===== src/rtl/fifo_lane_dispatch_merge.sv =====
`timescale 1ns/1ps
`default_nettype none
// ============================================================================
// Module   : fifo_lane_dispatch_merge
// Brief    : Round-robin split of one stream onto two lanes, with in-order
//            merge of the lane responses through a lane-tag order FIFO.
// Revision : 1.0 - initial release
// ============================================================================
module fifo_lane_dispatch_merge #(
  parameter int DW          = 32,
  parameter int ORDER_DEPTH = 8,
  parameter int CW          = $clog2(ORDER_DEPTH) + 1
) (
  input  logic          clk,
  input  logic          rstn,
  input  logic          s_valid,
  output logic          s_ready,
  input  logic [DW-1:0] s_data,
  output logic          m0_valid,
  input  logic          m0_ready,
  output logic [DW-1:0] m0_data,
  output logic          m1_valid,
  input  logic          m1_ready,
  output logic [DW-1:0] m1_data,
  input  logic          r0_valid,
  output logic          r0_ready,
  input  logic [DW-1:0] r0_data,
  input  logic          r1_valid,
  output logic          r1_ready,
  input  logic [DW-1:0] r1_data,
  output logic          out_valid,
  input  logic          out_ready,
  output logic [DW-1:0] out_data,
  output logic [CW-1:0] outstanding
);

  localparam int c_AW = $clog2(ORDER_DEPTH);

  logic                   r_sel;
  logic                   r_m0_valid;
  logic                   r_m1_valid;
  logic [DW-1:0]          r_m0_data;
  logic [DW-1:0]          r_m1_data;
  logic                   r_out_valid;
  logic [DW-1:0]          r_out_data;
  logic [ORDER_DEPTH-1:0] r_tag;
  logic [CW-1:0]          r_wr_ptr;
  logic [CW-1:0]          r_rd_ptr;

  logic w_empty;
  logic w_full;
  logic w_lane_free;
  logic w_push;
  logic w_head;
  logic w_out_free;
  logic w_r0_fire;
  logic w_r1_fire;
  logic w_pop;

  // Pointers carry an extra wrap bit so full and empty are distinguishable.
  assign w_empty     = (r_wr_ptr == r_rd_ptr);
  assign w_full      = (r_wr_ptr[c_AW] != r_rd_ptr[c_AW]) &&
                       (r_wr_ptr[c_AW-1:0] == r_rd_ptr[c_AW-1:0]);
  assign w_lane_free = r_sel ? (!r_m1_valid || m1_ready) : (!r_m0_valid || m0_ready);
  assign s_ready     = !w_full && w_lane_free;
  assign w_push      = s_valid && s_ready;

  assign w_head      = r_tag[r_rd_ptr[c_AW-1:0]];
  assign w_out_free  = !r_out_valid || out_ready;
  assign r0_ready    = !w_head && !w_empty && w_out_free;
  assign r1_ready    =  w_head && !w_empty && w_out_free;
  assign w_r0_fire   = r0_valid && r0_ready;
  assign w_r1_fire   = r1_valid && r1_ready;
  assign w_pop       = w_r0_fire || w_r1_fire;

  assign m0_valid    = r_m0_valid;
  assign m0_data     = r_m0_data;
  assign m1_valid    = r_m1_valid;
  assign m1_data     = r_m1_data;
  assign out_valid   = r_out_valid;
  assign out_data    = r_out_data;
  assign outstanding = r_wr_ptr - r_rd_ptr;

  always_ff @(posedge clk or negedge rstn) begin
    if (!rstn) begin
      r_sel      <= 1'b0;
      r_m0_valid <= 1'b0;
      r_m1_valid <= 1'b0;
      r_m0_data  <= '0;
      r_m1_data  <= '0;
    end else begin
      if (r_m0_valid && m0_ready) r_m0_valid <= 1'b0;
      if (r_m1_valid && m1_ready) r_m1_valid <= 1'b0;
      if (w_push) begin
        r_sel <= !r_sel;
        if (r_sel) begin
          r_m1_valid <= 1'b1;
          r_m1_data  <= s_data;
        end else begin
          r_m0_valid <= 1'b1;
          r_m0_data  <= s_data;
        end
      end
    end
  end

  always_ff @(posedge clk or negedge rstn) begin
    if (!rstn) begin
      r_tag    <= '0;
      r_wr_ptr <= '0;
      r_rd_ptr <= '0;
    end else begin
      if (w_push) begin
        r_tag[r_wr_ptr[c_AW-1:0]] <= r_sel;
        r_wr_ptr                  <= r_wr_ptr + CW'(1);
      end
      if (w_pop) r_rd_ptr <= r_rd_ptr + CW'(1);
    end
  end

  always_ff @(posedge clk or negedge rstn) begin
    if (!rstn) begin
      r_out_valid <= 1'b0;
      r_out_data  <= '0;
    end else if (w_pop) begin
      r_out_valid <= 1'b1;
      r_out_data  <= w_r1_fire ? r1_data : r0_data;
    end else if (out_ready) begin
      r_out_valid <= 1'b0;
    end
  end

endmodule
`default_nettype wire


===== config.mk =====
export PLATFORM = sky130hd
export DESIGN_NAME = fifo_lane_dispatch_merge
export DESIGN_NICKNAME = d
export VERILOG_FILES = /design/src/rtl/fifo_lane_dispatch_merge.sv
export SDC_FILE = /design/constraint.sdc
export NUM_CORES = 1
export LEC_CHECK = 0
export BUFFER_PORTS_ARGS = -buffer_cell sky130_fd_sc_hd__clkbuf_2
export CORE_UTILIZATION = 48
export DETAILED_ROUTE_END_ITERATION = 12
export GPL_TIMING_DRIVEN = 0
export PLACE_DENSITY_LB_ADDON = 0.2
export SYNTH_ARGS = -nofsm -noshare
export SYNTH_HDL_FRONTEND = slang
export SYNTH_SLANG_ARGS = --single-unit

===== constraint.sdc =====
create_clock -name clk -period 3 [get_ports clk]
set_input_delay 0.15 -clock clk [delete_from_list [all_inputs] [get_ports clk]]
set_output_delay 0.15 -clock clk [all_outputs]
set_load 0.01 [all_outputs]

==> flow_summary.toml, run 1 <==
[status]
status = "complete, no violations"

[critical_path]
worstPathArrival_ns = 3.32
critical_path.max_fanout = 10
critical_path_class = "flop to flop"
cp-start-kind = "flop"
required_ns = 3.44
endpoint_kind = "flop"

[timing]
grt_setup_unrepaired = "no"
max_freq_ghz = 0.347
setup_violations = 0
hold_slack_ns = 0.0345
period_needed_ns = 2.88
worst_slack_ns = 0.120
worst_pin_slew_ns = 0.916
max_slew_margin_pct = 38.9
drv_slew = 0
finClkSkew_ns = 0.0104
finalHoldViolations = 0
fin_crit_sh_pct = 96.0
tns_ns = 0

[floorplan]
die_area_mm2 = 0.0109
io_pins = 210
die_x_um = 104
rows = 36
start_util_pct = 50.5
die_h_um = 104
core_area_mm2 = 0.00995

[clocking]
path_clk_slew_ns = 0.05
clk_path_buf_depth = 2
clk_latency_ns = 0.51
cts_tree = "built"
cts_root_buffer = "clkbuf_8"
h-tree-depth = 4
cts_sinks = 116
cts_buffers = 17

[power]
p_comb_share_pct = 47.8
p_seq_share_pct = 31.6
power.density_mw_per_mm2 = 1190
p_int_uw = 5810
swShare_pct = 37.0
power.share.clock_pct = 20.6
switchingPower_uw = 3420
ir_worst_vdd_uv = 670
p_leak_uw = 0.00364

[placement]
post-dp-hpwl_um = 9340
dp_cells = 689
port_buffers = 209
pre_cts_slack_ns = 0.486
postPlaceCellArea_mm2 = 0.00624
gp_congestion = 0.827

[logic_synthesis]
syn_area_mm2 = 0.00502
synth_top_flop_cell = "dfrtp_1"
syn_inst = 347
synth.ff_latch_count = 116
yosysSeqAreaShare_pct = 57.8
synth_top_area_cell = "dfrtp_1"
synth_top_area_share_pct = 57.8
syn_area_per_cell_um2 = 14.5
synth_edf_count = 0
syn_nets = 457
ys_types = 41
ys_warn_count = 0
async_reset_ff_share_pct = 100
synth_area_leaders = "dfrtp_1 58%, mux2_2 13%, o221a_2 6.3%, or3_1 4.1%, mux2_1 3.8%"

[grt]
grt_start_max_net_pins = 117
antenna_found_initial = 1
grt_pass1_vias = 4812
track_usage_pct = 30.0
grt_pass1_wl_um = 25100
grt.overflow.total = 0

[layout]
seq_area_mm2 = 0.00290
synthToLayoutAreaGrowth_pct = 53.9
final_cells = 814
drive_gt1_share_pct = 50.4
multiInputGateArea_mm2 = 0.00195
fin_area_mm2 = 0.00773
nNetsFinal = 778
nFillCells = 617

[route]
dr.pass1.iters = 4
drc = 0
drt_iter0_drc = 240
drt-total-wl_um = 15500
wl_per_cell_um = 19.0
post_drt_via_cell_ratio = 5.40
vias = 4392
antenna_left = 0

[job]
cap_violations = 0

[worst_hold_path]
min_path_type = "input port to flop"
## metal layers
metal | routed length (um) | global-route usage (%) | vias to the layer above
met5 | 0 | 0 | -
met4 | 404 | 13.6 | 0
met3 | 984 | 7.89 | 35
met2 | 8350 | 54.5 | 197
met1 | 5710 | 32.4 | 2193
li1 | - | - | 1967
## placed cells by master, fill, tap and decap left out, types with 3 or more instances in the layout
master	instances
or3_1	33
o221a_2	28
nor4_1	3
buf_4	4
dlygate4sd3_1	90
o221a_1	4
xor2_1	3
mux2_2	56
clkbuf_16	16
xnor2_1	7
buf_6	6
clkbuf_8	4
nand2b_1	4
clkbuf_1	8
nand4_1	3
nand2_1	8
mux2_1	17
buf_2	8
clkbuf_2	209
o2111ai_1	3
ha_1	5
dfrtp_1	116
inv_1	6
## stage by stage
step           util (%)  total power, uW
2_1_floorplan         -             5550
3_3_place_gp       62.6             6920
3_5_place_dp       62.7             7080
4_1_cts            77.4             9140
5_1_grt            77.7             9780
6_report           77.7             9230
## power groups by stage
stage	logic (uW)	registers [uW]	clock network, uW
final	4410	2920	1900
after global routing	4760	3010	2010
after CTS	4340	2880	1920
after detailed placement	4200	2890	0
after global placement	4090	2830	0
after floorplan	2410	3140	0
## state kept, by name, summed over array words and instances (netlist names)
signal     flops
out_valid      1
out_data      32
m0_data       32
m1_data       32
r_tag          8
r_sel          1
r_rd_ptr       4
r_wr_ptr       4
m0_valid       1
m1_valid       1
## worst max-delay path, stage by stage (launching register included)
cell and delay (ns):
dfrtp_1 0.54, mux4_1 0.59, mux2_4 0.31, buf_6 0.15, nand3_1 0.21, buf_4 0.24
o221a_1 0.21, dlygate4sd3_1 0.55
## repair_timing
action	CTS	global route
endpoints found under the setup margin	0	1
endpoints found under the hold margin	214	0
buffers inserted	0	3
hold buffers	90	0
gates resized for setup	0	2
## layout make-up
class	instances	area share (%)
multi-input cells	204	25.2
inverters	6	0.291
diodes	1	0.0324
flip-flops and latches	116	37.6
repair buffers	302	25.6
plain buffers	21	1.94
well taps	133	2.15
clock inverters	8	1.33
clock buffers	23	5.91
## path summary, 6_finish.rpt
| kind | cells after the start | endpoint | slack (ns) | from |
|---|---|---|---|---|
| max in group asynchronous | 2 | out_data[14] | 2.03 | rstn |
| worst max register to register | 7 | out_data[1] | 0.12 | r_rd_ptr[0] |
| worst max-delay path | 7 | out_data[1] | 0.12 | r_rd_ptr[0] |
| worst min register to register | 1 | m0_data[26] | 0.49 | m0_data[26] |
| worst min-delay path | 3 | out_data[31] | 0.03 | r0_data[31] |
| min in group asynchronous | 2 | m1_data[24] | 0.35 | rstn |
## synthesized netlist by cell type, types with 4 or more instances
cell and number:
buf_6 6, mux2_2 56, nand2b_1 4, ha_1 5
mux2_1 17, o221a_2 28, clkbuf_1 5, o221a_1 4
or3_1 33, xnor2_1 7, inv_1 6, dfrtp_1 116
buf_2 8, nand2_1 8
## logic make-up (layout without fill, tap and decap cells)
family	count (synthesis)	in the layout	share of synthesized area, %
buf+inv	27	360	3.41
xor+xnor	10	10	1.74
simple gates	65	65	7.87
fa+ha+maj	6	6	1.64
mux	79	79	18.6
other cells	0	1	0
flops	116	116	57.8
compound gates	44	44	8.97
Power figures use the tool's default switching activity.
==> inputs of run 2 (changes only) <==
--- a/config.mk
+++ b/config.mk
@@ -5,7 +5,7 @@
 export SDC_FILE = /design/constraint.sdc
 export NUM_CORES = 1
 export LEC_CHECK = 0
-export BUFFER_PORTS_ARGS = -buffer_cell sky130_fd_sc_hd__clkbuf_2
+export BUFFER_PORTS_ARGS = -buffer_cell sky130_fd_sc_hd__buf_2
 export CORE_UTILIZATION = 48
 export DETAILED_ROUTE_END_ITERATION = 12
 export GPL_TIMING_DRIVEN = 0
==> flow_summary.toml, run 2 (synthesis results as in run 1) <==
[status]
status = "complete, no violations"

[layout]
n_antenna_cell = 0
final_cell_mix = "216 x buf_2, 116 x dfrtp_1, 91 x dlygate4sd3_1, 56 x mux2_2, 33 x or3_1"
layout_commonest_cell = "buf_2"
drive_gt1_share_pct = 50.8
synthToLayoutAreaGrowth_pct = 54.9
nNetsFinal = 780
utilization_pct = 78.1

[critical_path]
required_ns = 3.44
ff2ff_path_depth = 9
reg2reg_from = "r_wr_ptr[0]"
ff2ff_setup_slack_ns = 0.14
timing.rr.end = "out_data[1]"
cp-start-kind = "flop"
critical_path.max_fanout = 10
critical_path_class = "flop to flop"
endpoint_kind = "flop"
worstPathArrival_ns = 3.30

[route]
drc = 0
post_drt_via_cell_ratio = 5.37
vias = 4383
wl_per_cell_um = 18.6
dr.pass1.iters = 4
drt_iter0_drc = 268
drt-total-wl_um = 15200
antenna_left = 0

[placement]
post-dp-hpwl_um = 9530
port_buffers = 209
pre_cts_slack_ns = 0.463
gp_congestion = 0.835

[power]
power.share.clock_pct = 21.0
power.density_mw_per_mm2 = 1190
p_seq_share_pct = 31.0
ir_worst_vdd_uv = 627
p_int_uw = 5860
p_comb_share_pct = 48.0
p_leak_uw = 0.00361
switchingPower_uw = 3420
swShare_pct = 36.8

[clocking]
cts_sinks = 116
clk_path_buf_depth = 2
cts_buffers = 17
h-tree-depth = 4
clk_latency_ns = 0.51
cts_tree = "built"
cts_root_buffer = "clkbuf_8"
path_clk_slew_ns = 0.06
cts_resized = 0

[worst_hold_path]
min_to = "out_data[2]"
min-delay-start = "r0_data[2]"
min_path_type = "input port to flop"
hold_depth = 3

[floorplan]
die_area_mm2 = 0.0109
core_area_mm2 = 0.00995
die_x_um = 104
rows = 36
start_util_pct = 50.5
io_pins = 210
die_h_um = 104

[timing]
hold_slack_ns = 0.0180
worst_slack_ns = 0.141
drv_slew = 0
finalHoldViolations = 0
worst_pin_slew_ns = 0.628
setup_violations = 0
period_needed_ns = 2.86
tns_ns = 0
max_slew_margin_pct = 57.8
max_freq_ghz = 0.350
fin_crit_sh_pct = 95.3
finClkSkew_ns = 0.0103

[job]
cap_violations = 0

[grt]
grt_pass1_wl_um = 24900
grt_start_max_net_pins = 68
grt.overflow.total = 0
grt_pass1_vias = 4818
track_usage_pct = 29.8
antenna_found_initial = 0
run 2: cell count changes in the layout (fill, tap and decap cells not counted), moves of 2 or more:
cell,previous run,this run
buf_2,8,216
clkbuf_2,209,0
clkinv_2,2,4
clkbuf_1,8,6
run 2: worst max path at each step:
| stage | startpoint | depth (start not counted) | endpoint | slack (ns) |
|---|---|---|---|---|
| 5_1_grt | r_wr_ptr[0] | 9 | out_data[1] | -0.09 |
| 3_3_place_gp | rstn | 1 | out_data[20] | 0.42 |
| 3_5_place_dp | r_wr_ptr[0] | 7 | out_data[19] | 0.46 |
| 4_1_cts | r_wr_ptr[0] | 8 | out_data[1] | 0.03 |
| 6_report | r_wr_ptr[0] | 9 | out_data[1] | 0.14 |
| 2_1_floorplan | r_rd_ptr[0] | 6 | out_data[25] | 0.86 |
run 2: cell type report:
cell class                 instances  area [um2]
fill                             587        2180
multi-input combinational        204        1950
sequential                       116        2900
buffer                            21         149
tap                              133         166
timing repair buffer             304        2010
clock buffer                      20         445
inverter                           6        22.5
clock inverter                    12         130
run 2: what timing repair did:
| item | 4_1_cts | 5_1_grt |
|---|---|---|
| hold buffers | 91 | 0 |
| setup buffers | 0 | 3 |
| endpoints found under the setup margin | 0 | 3 |
| endpoints found under the hold margin | 147 | 0 |
run 2: power groups by stage:
stage / Clock [uW] / Sequential, uW / Combinational (uW)
finish: 1950 / 2880 / 4450
global route: 2040 / 2970 / 4830
CTS: 1970 / 2850 / 4380
floorplan: 0 / 3140 / 2410
global placement: 0 / 2800 / 4100
detailed placement: 0 / 2860 / 4210
run 2: critical path: stages, from the launching register on:
cell	delay [ns]
dfrtp_1	0.43
inv_1	0.15
ha_1	0.35
nand3_1	0.23
o211ai_1	0.29
buf_4	0.17
clkbuf_1	0.30
or3_1	0.16
o221a_1	0.16
dlygate4sd3_1	0.55
run 2: metrics by stage:
| step | total power, uW | instance area (um2) | cells |
|---|---|---|---|
| after floorplan | 5550 | 5020 | 347 |
| after global placement | 6910 | 6230 | 689 |
| after detailed placement | 7060 | 6270 | 690 |
| after CTS | 9190 | 7750 | 813 |
| after global routing | 9840 | 7780 | 816 |
| final | 9280 | 7780 | 816 |
run 2: metal layers:
| metal | global-route usage (%) | vias to the layer above | routed length (um) |
|---|---|---|---|
| met2 | 51.9 | 213 | 7900 |
| li1 | - | 1955 | - |
| met3 | 9.96 | 45 | 1120 |
| met5 | 0 | - | 0 |
| met4 | 14.2 | 0 | 507 |
| met1 | 32.4 | 2170 | 5670 |
